## src/rtl/core_rc_ctrl_if.sv

```systemverilog
// Scale handshake and lane-facing bus between the RMS scale producer, core_rc_ctrl and the RC lane.
// slave is the controller side; master is the upstream/lane side.
interface core_rc_ctrl_if;
    logic [23:0] scale_in;
    logic        scale_in_vld;
    logic        scale_in_rdy;
    logic        dp_out_vld;
    logic        dp_error;
    logic        recompute_needed;
    logic [23:0] rc_scale;
    logic        rc_scale_vld;
    logic        rc_scale_clear;
    logic [4:0]  rms_rc_shift;

    modport master (
        output scale_in, scale_in_vld, dp_out_vld, dp_error,
        input  scale_in_rdy, recompute_needed, rc_scale, rc_scale_vld,
               rc_scale_clear, rms_rc_shift
    );

    modport slave (
        input  scale_in, scale_in_vld, dp_out_vld, dp_error,
        output scale_in_rdy, recompute_needed, rc_scale, rc_scale_vld,
               rc_scale_clear, rms_rc_shift
    );
endinterface

```

## src/rtl/core_rc_ctrl.sv

```systemverilog
// Recompute-lane sequencer: queues RMS scales, loads one per row, counts the row's
// results out, clears the scale, and tracks sticky lane error status.
module core_rc_ctrl #(
    parameter int SCALE_Q_DEPTH = 2,
    parameter int ROW_LEN_W     = 10,
    parameter int ROW_CNT_W     = 8
) (
    input  logic                 clk,
    input  logic                 rst,
    input  logic                 i_start,
    input  logic                 i_abort,
    input  logic                 i_cfg_recompute_en,
    input  logic [ROW_LEN_W-1:0] i_cfg_row_len,
    input  logic [ROW_CNT_W-1:0] i_cfg_num_rows,
    input  logic [4:0]           i_cfg_shift,
    input  logic                 i_err_clr,
    output logic                 o_row_done,
    output logic                 o_busy,
    output logic [1:0]           o_err_sticky,
    core_rc_ctrl_if.slave        bus
);

    localparam int PW = $clog2(SCALE_Q_DEPTH);
    localparam logic [PW:0] QFULL = (PW+1)'(SCALE_Q_DEPTH);

    typedef enum logic [1:0] {ST_IDLE, ST_LOAD, ST_RUN, ST_CLEAR} state_t;

    // Scale queue
    logic [23:0]          r_q [SCALE_Q_DEPTH];
    logic [PW-1:0]        r_wr_ptr;
    logic [PW-1:0]        r_rd_ptr;
    logic [PW:0]          r_count;
    logic [PW:0]          w_count_nxt;
    logic                 r_rdy;
    logic                 w_empty;
    logic                 w_push;
    logic                 w_pop;

    // Sequencer
    state_t               r_state;
    logic                 r_busy;
    logic                 r_mode;
    logic [4:0]           r_shift;
    logic [ROW_LEN_W-1:0] r_row_len;
    logic [ROW_LEN_W-1:0] r_tok_cnt;
    logic [ROW_LEN_W-1:0] w_tok_inc;
    logic [ROW_CNT_W-1:0] r_rows_left;
    logic [23:0]          r_rc_scale;
    logic                 r_rc_scale_vld;
    logic                 r_rc_scale_clear;
    logic                 r_row_done;
    logic                 r_loaded;
    logic [1:0]           r_err;
    logic                 w_stray;

    assign w_empty   = (r_count == '0);
    assign w_push    = bus.scale_in_vld && r_rdy && !i_abort;
    assign w_pop     = (r_state == ST_LOAD) && !w_empty && !i_abort;
    assign w_tok_inc = r_tok_cnt + ROW_LEN_W'(1);
    assign w_stray   = bus.dp_out_vld && (r_state != ST_RUN);

    always_comb begin
        w_count_nxt = r_count;
        unique case ({w_push, w_pop})
            2'b10:   w_count_nxt = r_count + (PW+1)'(1);
            2'b01:   w_count_nxt = r_count - (PW+1)'(1);
            default: w_count_nxt = r_count;
        endcase
    end

    always_ff @(posedge clk or posedge rst) begin
        if (rst) begin
            for (int unsigned i = 0; i < SCALE_Q_DEPTH; i++) r_q[i] <= '0;
            r_wr_ptr <= '0;
            r_rd_ptr <= '0;
            r_count  <= '0;
            r_rdy    <= 1'b0;
        end else if (i_abort) begin
            r_wr_ptr <= '0;
            r_rd_ptr <= '0;
            r_count  <= '0;
            r_rdy    <= 1'b1;
        end else begin
            if (w_push) begin
                r_q[r_wr_ptr] <= bus.scale_in;
                r_wr_ptr      <= r_wr_ptr + PW'(1);
            end
            if (w_pop) r_rd_ptr <= r_rd_ptr + PW'(1);
            r_count <= w_count_nxt;
            // Registered ready tracks the post-update occupancy, so it never admits a push when full
            r_rdy   <= (w_count_nxt != QFULL);
        end
    end

    always_ff @(posedge clk or posedge rst) begin
        if (rst) begin
            r_state          <= ST_IDLE;
            r_busy           <= 1'b0;
            r_mode           <= 1'b0;
            r_shift          <= '0;
            r_row_len        <= '0;
            r_tok_cnt        <= '0;
            r_rows_left      <= '0;
            r_rc_scale       <= '0;
            r_rc_scale_vld   <= 1'b0;
            r_rc_scale_clear <= 1'b0;
            r_row_done       <= 1'b0;
            r_loaded         <= 1'b0;
        end else begin
            r_rc_scale_vld   <= 1'b0;
            r_rc_scale_clear <= 1'b0;
            r_row_done       <= 1'b0;
            if (i_abort) begin
                r_state          <= ST_IDLE;
                r_busy           <= 1'b0;
                r_tok_cnt        <= '0;
                r_rows_left      <= '0;
                r_rc_scale_clear <= r_loaded;
                r_loaded         <= 1'b0;
            end else begin
                unique case (r_state)
                    ST_IDLE: begin
                        if (i_start) begin
                            r_mode      <= i_cfg_recompute_en;
                            r_shift     <= i_cfg_shift;
                            r_row_len   <= (i_cfg_row_len == '0) ? ROW_LEN_W'(1) : i_cfg_row_len;
                            r_rows_left <= (i_cfg_num_rows == '0) ? ROW_CNT_W'(1) : i_cfg_num_rows;
                            r_tok_cnt   <= '0;
                            r_busy      <= 1'b1;
                            r_state     <= i_cfg_recompute_en ? ST_LOAD : ST_RUN;
                        end
                    end
                    ST_LOAD: begin
                        if (!w_empty) begin
                            r_rc_scale     <= r_q[r_rd_ptr];
                            r_rc_scale_vld <= 1'b1;
                            r_loaded       <= 1'b1;
                            r_state        <= ST_RUN;
                        end
                    end
                    ST_RUN: begin
                        // Row-end pulses are launched here so they are visible for the whole CLEAR cycle
                        if (bus.dp_out_vld) begin
                            if (w_tok_inc == r_row_len) begin
                                r_tok_cnt        <= '0;
                                r_row_done       <= 1'b1;
                                r_rc_scale_clear <= r_mode;
                                r_loaded         <= 1'b0;
                                r_state          <= ST_CLEAR;
                            end else begin
                                r_tok_cnt <= w_tok_inc;
                            end
                        end
                    end
                    ST_CLEAR: begin
                        r_rows_left <= r_rows_left - ROW_CNT_W'(1);
                        if (r_rows_left == ROW_CNT_W'(1)) begin
                            r_state <= ST_IDLE;
                            r_busy  <= 1'b0;
                        end else begin
                            r_state <= r_mode ? ST_LOAD : ST_RUN;
                        end
                    end
                    default: r_state <= ST_IDLE;
                endcase
            end
        end
    end

    // A set wins over a clear arriving in the same cycle
    always_ff @(posedge clk or posedge rst) begin
        if (rst) r_err <= '0;
        else     r_err <= (r_err & ~{2{i_err_clr}}) | {w_stray, bus.dp_error};
    end

    assign bus.scale_in_rdy     = r_rdy;
    assign bus.recompute_needed = r_mode;
    assign bus.rc_scale         = r_rc_scale;
    assign bus.rc_scale_vld     = r_rc_scale_vld;
    assign bus.rc_scale_clear   = r_rc_scale_clear;
    assign bus.rms_rc_shift     = r_shift;
    assign o_row_done           = r_row_done;
    assign o_busy               = r_busy;
    assign o_err_sticky         = r_err;

endmodule

```

## src/flat_wrapper.sv

```systemverilog
// flat-port wrapper written by rule: the top's interface ports become plain ports
module core_rc_ctrl_flat 
#(
    parameter int SCALE_Q_DEPTH = 2,
    parameter int ROW_LEN_W     = 10,
    parameter int ROW_CNT_W     = 8
)
  (clk, rst, i_start, i_abort, i_cfg_recompute_en, i_cfg_row_len, i_cfg_num_rows, i_cfg_shift, i_err_clr, o_row_done, o_busy, o_err_sticky, bus_scale_in, bus_scale_in_vld, bus_dp_out_vld, bus_dp_error, bus_scale_in_rdy, bus_recompute_needed, bus_rc_scale, bus_rc_scale_vld, bus_rc_scale_clear, bus_rms_rc_shift);
  core_rc_ctrl_if bus_i ();
  input  logic clk;
  input  logic rst;
  input  logic i_start;
  input  logic i_abort;
  input  logic i_cfg_recompute_en;
  input  logic [ROW_LEN_W-1:0] i_cfg_row_len;
  input  logic [ROW_CNT_W-1:0] i_cfg_num_rows;
  input  logic [4:0] i_cfg_shift;
  input  logic i_err_clr;
  output logic o_row_done;
  output logic o_busy;
  output logic [1:0] o_err_sticky;
  input wire logic [$bits(bus_i.scale_in)-1:0] bus_scale_in;
  input wire logic [$bits(bus_i.scale_in_vld)-1:0] bus_scale_in_vld;
  input wire logic [$bits(bus_i.dp_out_vld)-1:0] bus_dp_out_vld;
  input wire logic [$bits(bus_i.dp_error)-1:0] bus_dp_error;
  output wire logic [$bits(bus_i.scale_in_rdy)-1:0] bus_scale_in_rdy;
  output wire logic [$bits(bus_i.recompute_needed)-1:0] bus_recompute_needed;
  output wire logic [$bits(bus_i.rc_scale)-1:0] bus_rc_scale;
  output wire logic [$bits(bus_i.rc_scale_vld)-1:0] bus_rc_scale_vld;
  output wire logic [$bits(bus_i.rc_scale_clear)-1:0] bus_rc_scale_clear;
  output wire logic [$bits(bus_i.rms_rc_shift)-1:0] bus_rms_rc_shift;
  assign bus_i.scale_in = bus_scale_in;
  assign bus_i.scale_in_vld = bus_scale_in_vld;
  assign bus_i.dp_out_vld = bus_dp_out_vld;
  assign bus_i.dp_error = bus_dp_error;
  assign bus_scale_in_rdy = bus_i.scale_in_rdy;
  assign bus_recompute_needed = bus_i.recompute_needed;
  assign bus_rc_scale = bus_i.rc_scale;
  assign bus_rc_scale_vld = bus_i.rc_scale_vld;
  assign bus_rc_scale_clear = bus_i.rc_scale_clear;
  assign bus_rms_rc_shift = bus_i.rms_rc_shift;
  core_rc_ctrl #(.SCALE_Q_DEPTH(SCALE_Q_DEPTH), .ROW_LEN_W(ROW_LEN_W), .ROW_CNT_W(ROW_CNT_W)) u_core (.clk(clk), .rst(rst), .i_start(i_start), .i_abort(i_abort), .i_cfg_recompute_en(i_cfg_recompute_en), .i_cfg_row_len(i_cfg_row_len), .i_cfg_num_rows(i_cfg_num_rows), .i_cfg_shift(i_cfg_shift), .i_err_clr(i_err_clr), .o_row_done(o_row_done), .o_busy(o_busy), .o_err_sticky(o_err_sticky), .bus(bus_i));
endmodule
```

## config.mk

```make
export PLATFORM = sky130hd
export DESIGN_NAME = core_rc_ctrl_flat
export DESIGN_NICKNAME = d
export VERILOG_FILES = /design/src/rtl/core_rc_ctrl_if.sv /design/src/rtl/core_rc_ctrl.sv /design/src/flat_wrapper.sv
export SDC_FILE = /design/constraint.sdc
export NUM_CORES = 1
export LEC_CHECK = 0
export ABC_AREA = 1
export CORE_MARGIN = 2
export CORE_UTILIZATION = 40
export CTS_BUF_LIST = sky130_fd_sc_hd__clkbuf_16
export DETAILED_ROUTE_END_ITERATION = 10
export HOLD_SLACK_MARGIN = 0.1
export RECOVER_POWER = 100
export SLEW_MARGIN = 20
export SYNTH_ARGS = -nofsm -noshare
export SYNTH_HDL_FRONTEND = slang
export SYNTH_SLANG_ARGS = --single-unit
export TNS_END_PERCENT = 30
```

## constraint.sdc

```tcl
create_clock -name clk -period 5.1 [get_ports clk]
set_clock_uncertainty 0.05 [all_clocks]
set_input_delay 0.765 -clock clk [delete_from_list [all_inputs] [get_ports clk]]
set_output_delay 0.765 -clock clk [all_outputs]
set_load 0.05 [all_outputs]
```

==> impl_metrics.prom <==
# TYPE chip_impl_metric gauge
chip_impl_info{name="layout.cells.most_common",value="sky130_fd_sc_hd__nand2_1"} 1
chip_impl_metric{name="cts_made_buffers",unit=""} 17
chip_impl_info{name="ctsRootBufferMaster",value="sky130_fd_sc_hd__clkbuf_16"} 1
chip_impl_metric{name="place_hpwl",unit="mm"} 8.85
chip_impl_metric{name="maxSlewViolCount",unit=""} 117
chip_impl_metric{name="fp.dieArea",unit="µm²"} 15100
chip_impl_metric{name="grt_first_pass_wirelength",unit="mm"} 21.8
chip_impl_metric{name="timing.final.setup_violations",unit=""} 0
chip_impl_metric{name="clock_sink_count",unit=""} 120
chip_impl_metric{name="floorplan.initialDensity",unit=""} 0.408
chip_impl_info{name="top_ff_cell_synth",value="sky130_fd_sc_hd__dfrtp_1"} 1
chip_impl_metric{name="async_set_or_reset_register_ratio_after_synthesis",unit=""} 1.00
chip_impl_metric{name="grt_util_all_layers",unit=""} 0.187
chip_impl_metric{name="cts_resized",unit=""} 0
chip_impl_metric{name="pin_slew_with_the_least_headroom_to_its_limit",unit="ns"} 3.04
chip_impl_metric{name="insertedDiodeCount",unit=""} 0
chip_impl_info{name="rsz0062_at_grt",value="no"} 1
chip_impl_info{name="post-synth-top-area-cell",value="sky130_fd_sc_hd__dfrtp_1"} 1
chip_impl_metric{name="power.density_cell_area",unit="nW/µm²"} 568
chip_impl_info{name="layout_common_cells",value="sky130_fd_sc_hd__nand2_1, sky130_fd_sc_hd__dfrtp_1, sky130_fd_sc_hd__inv_1"} 1
chip_impl_info{name="worstReg2RegStart",value="u_core.r_state[0]$_DFFE_PP0P_"} 1
chip_impl_metric{name="synthesis.area",unit="µm²"} 5640
chip_impl_metric{name="number_of_core_rows",unit=""} 43
chip_impl_metric{name="overflow",unit=""} 0
chip_impl_metric{name="worst_ep_arrival_time",unit="ns"} 3.82
chip_impl_info{name="failing_checks",value="max-capacitance violations, max-slew violations"} 1
chip_impl_metric{name="synth_top_cell_area_share",unit=""} 0.532
chip_impl_metric{name="reg2regPathDepth",unit=""} 8
chip_impl_metric{name="r2r_setup_slack",unit="ns"} 2.10
chip_impl_metric{name="ys_seq_area_frac",unit=""} 0.532
chip_impl_metric{name="post-route-drc-count",unit=""} 0
chip_impl_metric{name="avg_inst_size_synth",unit="µm²"} 8.34
chip_impl_metric{name="drtAntennaViolNets",unit=""} 0
chip_impl_info{name="run_status",value="finished, violations left"} 1
chip_impl_metric{name="final_critical_path_required_period",unit="ns"} 3.58
chip_impl_metric{name="critical_path_peak_fanout",unit=""} 26
chip_impl_metric{name="layout.core_utilization",unit=""} 0.525
chip_impl_metric{name="fmax",unit="MHz"} 280
chip_impl_metric{name="synth_edf_count",unit=""} 0
chip_impl_metric{name="via_count",unit=""} 4717
chip_impl_metric{name="multi_input_area",unit="µm²"} 2170
chip_impl_metric{name="synth_nets",unit=""} 736
chip_impl_metric{name="avgRoutedWirePerCell",unit="µm"} 13.6
chip_impl_metric{name="finalHoldViolCount",unit=""} 0
chip_impl_metric{name="initial_antenna_violation_count",unit=""} 0
chip_impl_metric{name="final.setup.tns",unit="ns"} 0
chip_impl_metric{name="p_leak",unit="nW"} 3.46
chip_impl_metric{name="drt_pass1_iterations",unit=""} 5
chip_impl_metric{name="dr.first_iter.drc_count",unit=""} 337
chip_impl_metric{name="pin_count",unit=""} 93
chip_impl_metric{name="floorplan.core_area",unit="µm²"} 13800
chip_impl_info{name="tritoncts_clock_tree",value="built"} 1
chip_impl_metric{name="portBuffers",unit=""} 92
chip_impl_metric{name="routed_wl",unit="mm"} 13.0
chip_impl_metric{name="die_height",unit="µm"} 123
chip_impl_metric{name="grt_start_max_net_pins",unit=""} 68
chip_impl_metric{name="synth.ff_latch_count",unit=""} 120
chip_impl_metric{name="clock_tree.htree_level_count",unit=""} 4
chip_impl_info{name="startpoint_type",value="input pin"} 1
chip_impl_info{name="setup.worst_path.start",value="i_abort"} 1
chip_impl_info{name="ys_top_cells_by_area",value="sky130_fd_sc_hd__dfrtp_1, sky130_fd_sc_hd__nand2_1, sky130_fd_sc_hd__o21ai_0"} 1
chip_impl_metric{name="final_net_count",unit=""} 826
chip_impl_metric{name="clk_path_buf_depth",unit=""} 2
chip_impl_metric{name="layout_worst_path_cycle_share",unit=""} 0.702
chip_impl_metric{name="ys_types",unit=""} 41
chip_impl_metric{name="gpl.final_weighted_congestion",unit=""} 0.887
chip_impl_metric{name="clk_transition_reported_paths",unit="ns"} 0.05
chip_impl_info{name="critPathKind",value="input pin to flip-flop"} 1
chip_impl_metric{name="area_of_all_sequential_standard_cells",unit="µm²"} 3000
chip_impl_metric{name="vdd_ir_drop_max",unit="V"} 0.000251
chip_impl_metric{name="grt_pass1_vias",unit=""} 4648
chip_impl_info{name="min_path_type",value="flip-flop to flip-flop"} 1
chip_impl_metric{name="number_of_setup_buffers_added_after_cts",unit=""} 0
chip_impl_info{name="setup.worst_path.end_class",value="flip-flop"} 1
chip_impl_metric{name="drv_cap",unit=""} 2
chip_impl_info{name="critPathCapture",value="u_core.r_row_len[8]$_DFFE_PP0P_"} 1
chip_impl_metric{name="layout-drive-gt1-share",unit=""} 0.0770
chip_impl_metric{name="netlist_instances",unit=""} 676
chip_impl_metric{name="max-slew-margin-rel",unit=""} -1.04
chip_impl_metric{name="cts_hold_bufs",unit=""} 0
chip_impl_metric{name="floorplan.die.width",unit="µm"} 123
chip_impl_metric{name="insertion_delay",unit="ns"} 0.41
chip_impl_metric{name="area_growth_syn_to_layout",unit="%"} 28.7
chip_impl_metric{name="cp.required",unit="ns"} 5.34
chip_impl_metric{name="layout.filler_cells",unit=""} 1288
chip_impl_info{name="rr_endpoint",value="u_core.r_row_len[8]$_DFFE_PP0P_"} 1
chip_impl_metric{name="synth-warning-count",unit=""} 0
chip_impl_metric{name="post_drt_via_cell_ratio",unit=""} 4.92
==> registers in the layout (all words and copies together) (netlist names), 2 cells and up <==
register,flops
u_core.bus.rms_rc_shift,5
u_core.r_row_len,10
u_core.r_rows_left,8
u_core.r_state,2
u_core.r_count,2
u_core.o_err_sticky,2
u_core.bus.rc_scale,24
u_core.r_q,48
u_core.r_tok_cnt,10
==> routing by layer <==
layer / global-route usage / vias to the layer above / wire, µm
met5: 0 / - / 0
met4: 0.0733 / 0 / 205
met3: 0.0507 / 16 / 570
met2: 0.297 / 104 / 6290
met1: 0.242 / 2239 / 5970
li1: - / 2358 / -
==> cell type report <==
| class | instances | area share |
|---|---|---|
| clock buffers | 17 | 0.0586 |
| clock inverters | 15 | 0.0241 |
| inverters | 82 | 0.0426 |
| multi-input cells | 449 | 0.299 |
| flip-flops and latches | 120 | 0.414 |
| well taps | 180 | 0.0310 |
| repair buffers | 96 | 0.131 |
==> how the worst min path moves through the flow <==
stage	startpoint	end	cells past startpoint	slack, ns
after floorplan	u_core.r_loaded$_DFFE_PP0P_	u_core.r_loaded$_DFFE_PP0P_	2	0.39
after global placement	u_core.r_q[22]$_DFFE_PP0P_	u_core.r_q[22]$_DFFE_PP0P_	2	0.42
after detailed placement	u_core.r_loaded$_DFFE_PP0P_	u_core.r_loaded$_DFFE_PP0P_	2	0.42
after CTS	u_core.r_count[1]$_DFF_PP0_	u_core.r_count[1]$_DFF_PP0_	1	0.43
after global routing	u_core.r_q[42]$_DFFE_PP0P_	u_core.r_q[42]$_DFFE_PP0P_	2	0.46
final	u_core.r_count[1]$_DFF_PP0_	u_core.r_count[1]$_DFF_PP0_	1	0.43
==> worst max-delay path: stages <==
cell                            delay [ns]
sky130_fd_sc_hd__dlygate4sd3_1        0.74
sky130_fd_sc_hd__nor2_1               0.45
sky130_fd_sc_hd__clkinv_1             0.16
sky130_fd_sc_hd__a21oi_1              0.66
sky130_fd_sc_hd__a21oi_4              0.03
sky130_fd_sc_hd__nand2_1              0.60
sky130_fd_sc_hd__mux2_2               0.41
==> Yosys cell counts, types with 4 or more instances <==
master and number:
sky130_fd_sc_hd__a21oi_1 9, sky130_fd_sc_hd__a31oi_1 26, sky130_fd_sc_hd__buf_2 10, sky130_fd_sc_hd__clkbuf_1 13, sky130_fd_sc_hd__dfrtp_1 120, sky130_fd_sc_hd__ha_1 4
sky130_fd_sc_hd__inv_1 79, sky130_fd_sc_hd__mux2_2 6, sky130_fd_sc_hd__nand2_1 197, sky130_fd_sc_hd__nand2_2 6, sky130_fd_sc_hd__nand2_4 4, sky130_fd_sc_hd__nand3_1 27
sky130_fd_sc_hd__nand3b_1 4, sky130_fd_sc_hd__nand4_1 5, sky130_fd_sc_hd__nor2_1 53, sky130_fd_sc_hd__nor2_4 5, sky130_fd_sc_hd__o21ai_0 70
==> cells by family after synthesis <==
| kind of cell | Yosys count | synth area share |
|---|---|---|
| fa+ha+maj | 4 | 0.00887 |
| xor+xnor | 2 | 0.00311 |
| simple gates | 313 | 0.240 |
| flops | 120 | 0.532 |
| compound gates | 123 | 0.126 |
| mux | 7 | 0.0146 |
| buf+inv | 107 | 0.0754 |
==> metrics by stage <==
| stage | cells | area, µm² | power (W) | hold WS (ns) | setup WS, ns |
|---|---|---|---|---|---|
| final | 959 | 7260 | 0.00412 | 0.431 | 1.52 |
| after global routing | 959 | 7260 | 0.00438 | 0.456 | 1.25 |
| after CTS | 959 | 7310 | 0.00425 | 0.429 | 2.20 |
| after detailed placement | 927 | 6710 | 0.00302 | 0.421 | 1.79 |
| after global placement | 927 | 6710 | 0.00299 | 0.415 | 1.90 |
| after floorplan | 676 | 5640 | 0.00253 | 0.392 | 1.10 |
==> power breakdown <==
group	internal [W]	switching [W]
clock network	0.000767	0.000438
logic	0.000487	0.000970
registers	0.00126	0.000203
(Power assumes the default switching activity.)
